## src/rtl/argmax_pkg.sv

```systemverilog
`default_nettype none
// ============================================================================
// Module   : argmax_pkg
// Brief    : Shared compare rule, beat derivation and parameter checks for argmax.
// Revision : 1.0
// ============================================================================
package argmax_pkg;

  localparam int unsigned C_CMP_WIDTH = 64;

  typedef logic [C_CMP_WIDTH-1:0] cmp_word_t;

  function automatic int unsigned beats_of(input int unsigned vector_length,
                                           input int unsigned lanes);
    return (lanes == 0) ? 1 : vector_length / lanes;
  endfunction

  function automatic bit params_legal(input int unsigned vector_length,
                                      input int unsigned lanes,
                                      input int unsigned data_width);
    return (lanes >= 1) && (vector_length >= 2) && (vector_length % lanes == 0) &&
           (data_width >= 1) && (data_width <= C_CMP_WIDTH);
  endfunction

  // Operands arrive already sign- or zero-extended to the compare width.
  // The candidate always carries the higher index, so tie_last favours it.
  function automatic logic better(input cmp_word_t cand,
                                  input cmp_word_t inc,
                                  input logic      signed_mode,
                                  input logic      tie_last);
    logic gt;
    if (signed_mode) gt = $signed(cand) > $signed(inc);
    else             gt = cand > inc;
    return gt || (tie_last && (cand == inc));
  endfunction

endpackage
`default_nettype wire

```

## src/rtl/argmax_lane_reduce.sv

```systemverilog
`default_nettype none
// ============================================================================
// Module   : argmax_lane_reduce
// Brief    : Combinational LANES-wide compare yielding winning lane and value.
// Revision : 1.0
// ============================================================================
module argmax_lane_reduce
  import argmax_pkg::*;
#(
  parameter int unsigned DATA_WIDTH = 32,
  parameter int unsigned LANES      = 2,
  parameter bit          SIGNED     = 1'b0,
  parameter bit          TIE_LAST   = 1'b1,
  parameter int unsigned LANE_W     = (LANES > 1) ? $clog2(LANES) : 1
) (
  input  logic [LANES*DATA_WIDTH-1:0] i_data,
  output logic [LANE_W-1:0]           o_best_lane,
  output logic [DATA_WIDTH-1:0]       o_best_value
);

  function automatic cmp_word_t widen(input logic [DATA_WIDTH-1:0] v);
    if (SIGNED) return cmp_word_t'($signed(v));
    else        return cmp_word_t'(v);
  endfunction

  logic [DATA_WIDTH-1:0] w_cand;

  // Lanes are folded in ascending order so the incumbent always has the lower index.
  always_comb begin
    o_best_lane  = '0;
    o_best_value = i_data[DATA_WIDTH-1:0];
    w_cand       = '0;
    for (int l = 1; l < LANES; l++) begin
      w_cand = i_data[l*DATA_WIDTH +: DATA_WIDTH];
      if (better(widen(w_cand), widen(o_best_value), SIGNED, TIE_LAST)) begin
        o_best_lane  = LANE_W'(l);
        o_best_value = w_cand;
      end
    end
  end

endmodule
`default_nettype wire

```

## src/rtl/argmax_stream.sv

```systemverilog
`default_nettype none
// ============================================================================
// Module   : argmax_stream
// Brief    : Streaming multi-lane arg-max reducer with registered, back-pressured result.
// Revision : 1.0
// ============================================================================
module argmax_stream
  import argmax_pkg::*;
#(
  parameter int unsigned DATA_WIDTH    = 32,
  parameter int unsigned VECTOR_LENGTH = 10,
  parameter int unsigned LANES         = 2,
  parameter bit          SIGNED        = 1'b0,
  parameter bit          TIE_LAST      = 1'b1,
  parameter int unsigned INDEX_WIDTH   = $clog2(VECTOR_LENGTH)
) (
  input  logic                        clk,
  input  logic                        rst_n,
  input  logic                        flush,
  input  logic                        in_valid,
  output logic                        in_ready,
  input  logic [LANES*DATA_WIDTH-1:0] in_data,
  output logic                        out_valid,
  input  logic                        out_ready,
  output logic [INDEX_WIDTH-1:0]      out_index,
  output logic [DATA_WIDTH-1:0]       out_value
);

  localparam int unsigned           C_BEATS     = beats_of(VECTOR_LENGTH, LANES);
  localparam int unsigned           C_BEAT_W    = (C_BEATS > 1) ? $clog2(C_BEATS) : 1;
  localparam int unsigned           C_LANE_W    = (LANES > 1) ? $clog2(LANES) : 1;
  localparam logic [C_BEAT_W-1:0]   C_LAST_BEAT = C_BEAT_W'(C_BEATS - 1);

  if (!params_legal(VECTOR_LENGTH, LANES, DATA_WIDTH)) begin : g_param_check
    $error("argmax_stream: VECTOR_LENGTH must be >= 2 and a multiple of LANES");
  end

  function automatic cmp_word_t widen(input logic [DATA_WIDTH-1:0] v);
    if (SIGNED) return cmp_word_t'($signed(v));
    else        return cmp_word_t'(v);
  endfunction

  logic [C_BEAT_W-1:0]    beat_cnt_q,   beat_cnt_d;
  logic [DATA_WIDTH-1:0]  best_value_q, best_value_d;
  logic [INDEX_WIDTH-1:0] best_index_q, best_index_d;
  logic                   out_valid_q,  out_valid_d;
  logic [INDEX_WIDTH-1:0] out_index_q,  out_index_d;
  logic [DATA_WIDTH-1:0]  out_value_q,  out_value_d;
  logic                   rst_n_synced_q;

  logic [C_LANE_W-1:0]    w_lane;
  logic [DATA_WIDTH-1:0]  w_beat_value;
  logic [INDEX_WIDTH-1:0] w_beat_index;
  logic                   w_accept;
  logic                   w_first;
  logic                   w_last;
  logic                   w_take_beat;
  logic [DATA_WIDTH-1:0]  w_merged_value;
  logic [INDEX_WIDTH-1:0] w_merged_index;

  argmax_lane_reduce #(
    .DATA_WIDTH (DATA_WIDTH),
    .LANES      (LANES),
    .SIGNED     (SIGNED),
    .TIE_LAST   (TIE_LAST),
    .LANE_W     (C_LANE_W)
  ) u_lane_reduce (
    .i_data       (in_data),
    .o_best_lane  (w_lane),
    .o_best_value (w_beat_value)
  );

  // Holds off acceptance for the first edge after reset release.
  assign in_ready = rst_n_synced_q && !flush && (!out_valid_q || out_ready);
  assign w_accept = in_valid && in_ready;
  assign w_first  = (beat_cnt_q == '0);
  assign w_last   = (beat_cnt_q == C_LAST_BEAT);

  assign w_beat_index = INDEX_WIDTH'(beat_cnt_q) * INDEX_WIDTH'(LANES) + INDEX_WIDTH'(w_lane);

  // Beat indices always exceed the running best's, so the beat is the candidate.
  assign w_take_beat    = w_first ||
                          better(widen(w_beat_value), widen(best_value_q), SIGNED, TIE_LAST);
  assign w_merged_value = w_take_beat ? w_beat_value : best_value_q;
  assign w_merged_index = w_take_beat ? w_beat_index : best_index_q;

  always_comb begin
    beat_cnt_d   = beat_cnt_q;
    best_value_d = best_value_q;
    best_index_d = best_index_q;
    out_valid_d  = out_valid_q;
    out_index_d  = out_index_q;
    out_value_d  = out_value_q;

    if (out_ready) out_valid_d = 1'b0;

    if (flush) begin
      beat_cnt_d = '0;
    end else if (w_accept) begin
      if (w_last) begin
        out_valid_d = 1'b1;
        out_index_d = w_merged_index;
        out_value_d = w_merged_value;
        beat_cnt_d  = '0;
      end else begin
        best_value_d = w_merged_value;
        best_index_d = w_merged_index;
        beat_cnt_d   = beat_cnt_q + C_BEAT_W'(1);
      end
    end
  end

  always_ff @(posedge clk or negedge rst_n) begin
    if (!rst_n) begin
      beat_cnt_q     <= '0;
      best_value_q   <= '0;
      best_index_q   <= '0;
      out_valid_q    <= 1'b0;
      out_index_q    <= '0;
      out_value_q    <= '0;
      rst_n_synced_q <= 1'b0;
    end else begin
      beat_cnt_q     <= beat_cnt_d;
      best_value_q   <= best_value_d;
      best_index_q   <= best_index_d;
      out_valid_q    <= out_valid_d;
      out_index_q    <= out_index_d;
      out_value_q    <= out_value_d;
      rst_n_synced_q <= 1'b1;
    end
  end

  assign out_valid = out_valid_q;
  assign out_index = out_index_q;
  assign out_value = out_value_q;

endmodule
`default_nettype wire

```

## config.mk

```make
export PLATFORM = sky130hd
export DESIGN_NAME = argmax_stream
export DESIGN_NICKNAME = d
export VERILOG_FILES = /design/src/rtl/argmax_pkg.sv /design/src/rtl/argmax_lane_reduce.sv /design/src/rtl/argmax_stream.sv
export SDC_FILE = /design/constraint.sdc
export NUM_CORES = 1
export LEC_CHECK = 0
export ABC_AREA = 1
export BUFFER_PORTS_ARGS = -buffer_cell sky130_fd_sc_hd__buf_4
export CORE_MARGIN = 2
export CORE_UTILIZATION = 30
export DETAILED_ROUTE_END_ITERATION = 10
export SLEW_MARGIN = 25
export SYNTH_ARGS = -nofsm -noshare
export SYNTH_HDL_FRONTEND = slang
export SYNTH_SLANG_ARGS = --single-unit
```

## constraint.sdc

```tcl
create_clock -name clk -period 3.8 [get_ports clk]
set_input_delay 0.76 -clock clk [delete_from_list [all_inputs] [get_ports clk]]
set_output_delay 0.76 -clock clk [all_outputs]
set_load 0.01 [all_outputs]
```

==> results.tsv <==
stage	metric	value	unit
final_layout	area_growth	54.7	%
route	drc	0	
floorplan	start_util	30.5	%
route	vias	6334	
floorplan	die_y	145	um
route	wire_per_inst	14.9	um
worst_setup_path	path_buf_inv	10	
synthesis	synth_flop_cell	dfrtp_1	
clock_network	cts_root_buf	clkbuf_16	
clock_network	clk_pin_slew	0.06	ns
worst_setup_path	cp_slowest_cell	ha_1	
worst_setup_path	path_delay_family	simple AND/OR/NAND/NOR gates	
timing	skew	0.00562	ns
timing	finalHoldViolCount	0	
clock_network	clk_latency	0.35	ns
placed_design	place_congestion	0.858	
timing	min_period	3.79	ns
placed_design	dp_hpwl	12.7	mm
synthesis	syn_area_per_cell	6.76	sq um
clock_network	cts_tree	built	
outcome	status	finished, final reports clean	
timing	timing.final.ws_setup	0.0140	ns
clock_network	cts.sinks	77	
synthesis	synth_top_area_share	32.5	%
grt	grt_max_degree	69	
synthesis	ys_top_cells_by_area	dfrtp_1 32%, nand2_1 20%, ha_1 14%	
power	powerDensity	400	nW/um^2
grt	grt_usage	18.5	%
timing	hold_ws	0.473	ns
synthesis	synth_commonest_cells	319 x nand2_1, 161 x inv_1, 109 x nand3_1	
worst_setup_path	crit_path_start_kind	primary input	
worst_setup_path	r2r_slack	1.54	ns
synthesis	synth_edf_count	0	
final_layout	nets	1209	
clock_network	cts_made_buffers	9	
synthesis	yosys.cell_types.count	28	
worst_setup_path	cp.required	4.03	ns
timing	setup_viol	0	
placed_design	dp_slack	-0.545	ns
final_layout	fill_cells	1908	
final_layout	utilization	47.1	%
synthesis	synth_warnings	0	
placed_design	dpl_cell_area	7580	sq um
synthesis	syn_area	5930	sq um
synthesis	seq_area_frac_synth	32.5	%
grt	grt_pass1_wl	30.2	mm
synthesis	syn_nets	1012	
min_path	hold_class	reg2reg	
timing	fmax	0.264	GHz
final_layout	final_cell_area	9170	sq um
worst_setup_path	endpoint_kind	register	
clock_network	htreeDepth	3	
synthesis	post-synth-top-count-cell	nand2_1	
grt	antenna_found_initial	0	
timing	fin_crit_sh	99.6	%
timing	drv_slew	0	
power	p_leak	5.06	nW
synthesis	syn_inst	877	
clock_network	cts_buffer_depth	2	
floorplan	rows	51	
timing	slew_headroom	37.5	%
worst_setup_path	crit_fanout	6	
synthesis	async_flop_share	100	%
worst_setup_path	critical_path_arrival	4.02	ns
route	post_drt_via_cell_ratio	4.72	
floorplan	dieArea	20900	sq um
timing	worst_pin_slew	0.938	ns
final_layout	layout-drive-gt1-share	37.9	%
route	drt-initial-drc-count	288	
route	drtAntennaViolNets	0	
synthesis	yosysTopAreaCell	dfrtp_1	
placed_design	io_buffers	106	
job	cap_violations	0	
power	ir_worst_vdd	0.230	mV
route	dr.pass1.iters	5	
grt	grt_pass1_vias	6133	
final_layout	num_antenna_cells	0	
synthesis	ys_ff_latch	77	
timing	grt_setup_unrepaired	true	
worst_setup_path	critPathKind	in2reg	
worst_setup_path	worst_path_largest_cell_delay	0.22	ns
floorplan	io-pin-count	107	
floorplan	die_w	145	um
timing	tns	0	ns
floorplan	core-area	19500	sq um
route	wl	20.0	mm
grt	globalRoute.totalOverflow	0	
-- final timing paths --
kind	startpoint	end	depth (start not counted)
worst max-delay path	in_data[29]	best_value_q[24]	29
worst min register to register	out_value[21]	out_value[21]	2
worst max register to register	best_value_q[22]	best_value_q[23]	13
worst min-delay path	out_value[21]	out_value[21]	2
max in group asynchronous	rst_n	best_index_q[1]	2
min in group asynchronous	rst_n	best_value_q[19]	1
-- cell type report --
class	instances	area, sq um	area share [%]
tap	265	332	3.61
sequential	77	1930	21.0
clock inverter	4	47.5	0.518
timing repair buffer	220	1960	21.4
inverter	163	614	6.70
clock buffer	11	253	2.76
multi-input combinational	603	4040	44.1
-- cells by family after synthesis --
| logic type | share of synthesized area, % |
|---|---|
| XOR/XNOR | 0.148 |
| flip-flops | 32.5 |
| AND/OR/NAND/NOR | 36.2 |
| other | 0.0632 |
| AO/OA/AOI/OAI | 3.99 |
| buffers and inverters | 13.2 |
| adder cells (fa/ha/maj) | 13.9 |
-- metrics by stage --
stage,cells,power [mW]
final,1343,3.67
after global routing,1343,3.93
after CTS,1327,3.26
after detailed placement,1300,2.21
after global placement,1300,2.19
after floorplan,877,1.77
-- flip-flops by register name (all words and copies together), names as in the netlist --
register	flops
best_index_q	4
beat_cnt_q	3
rst_n_synced_q	1
out_valid	1
best_value_q	32
out_index	4
out_value	32
-- worst reg2reg max path, delay by kind of cell (launching register included) --
family	cells	cell delay, ns
buffers and inverters	3	0.39
adder cells (fa/ha/maj)	1	0.28
AND/OR/NAND/NOR	9	1.12
flip-flops	1	0.37
-- placed cells by master, fill, tap and decap left out, types with 2 or more instances in the layout --
cell | Yosys | layout
nand2_1 | 319 | 253
buf_4 | 1 | 192
inv_1 | 161 | 132
nand3_1 | 109 | 79
dfrtp_1 | 77 | 77
nand2_2 | 1 | 53
nand4_1 | 40 | 40
ha_1 | 66 | 40
inv_2 | 2 | 30
nand3_2 | 0 | 29
ha_4 | 0 | 26
a21oi_1 | 25 | 19
nand2_4 | 0 | 12
clkbuf_16 | 0 | 12
buf_12 | 0 | 11
nor2_1 | 14 | 9
o21ai_0 | 10 | 8
buf_6 | 3 | 8
a21oi_2 | 2 | 6
nor2_2 | 1 | 4
a21o_1 | 3 | 3
buf_8 | 0 | 3
nor3_1 | 3 | 2
nor2_4 | 0 | 2
o21a_1 | 2 | 2
a21oi_4 | 0 | 2
nand2_8 | 0 | 2
nand3_4 | 1 | 2
nor3_4 | 1 | 2
o21ai_1 | 0 | 2
clkinv_2 | 0 | 2
clkbuf_8 | 0 | 2
buf_16 | 0 | 2
-- layer usage --
| layer | track usage [%] | vias up | wire length, um |
|---|---|---|---|
| li1 | - | 3157 | - |
| met1 | 23.5 | 2961 | 8410 |
| met2 | 31.5 | 183 | 10000 |
| met3 | 3.74 | 33 | 1130 |
| met4 | 6.13 | 0 | 455 |
| met5 | 0 | - | 0 |
-- power by group --
group / internal, mW / switching, mW / total (mW) / leakage (nW)
logic: 0.814 / 0.952 / 1.77 / 3.90
clock network: 0.539 / 0.353 / 0.891 / 0.147
registers: 0.944 / 0.0724 / 1.02 / 1.02
-- repair_timing --
action,in CTS,in global routing
buffers inserted,7,14
hold buffers,0,0
pin swaps,18,72
cloned,5,3
resized for setup,40,173
setup endpoints to repair,72,72
No activity file was read; power rests on OpenSTA's default activity.
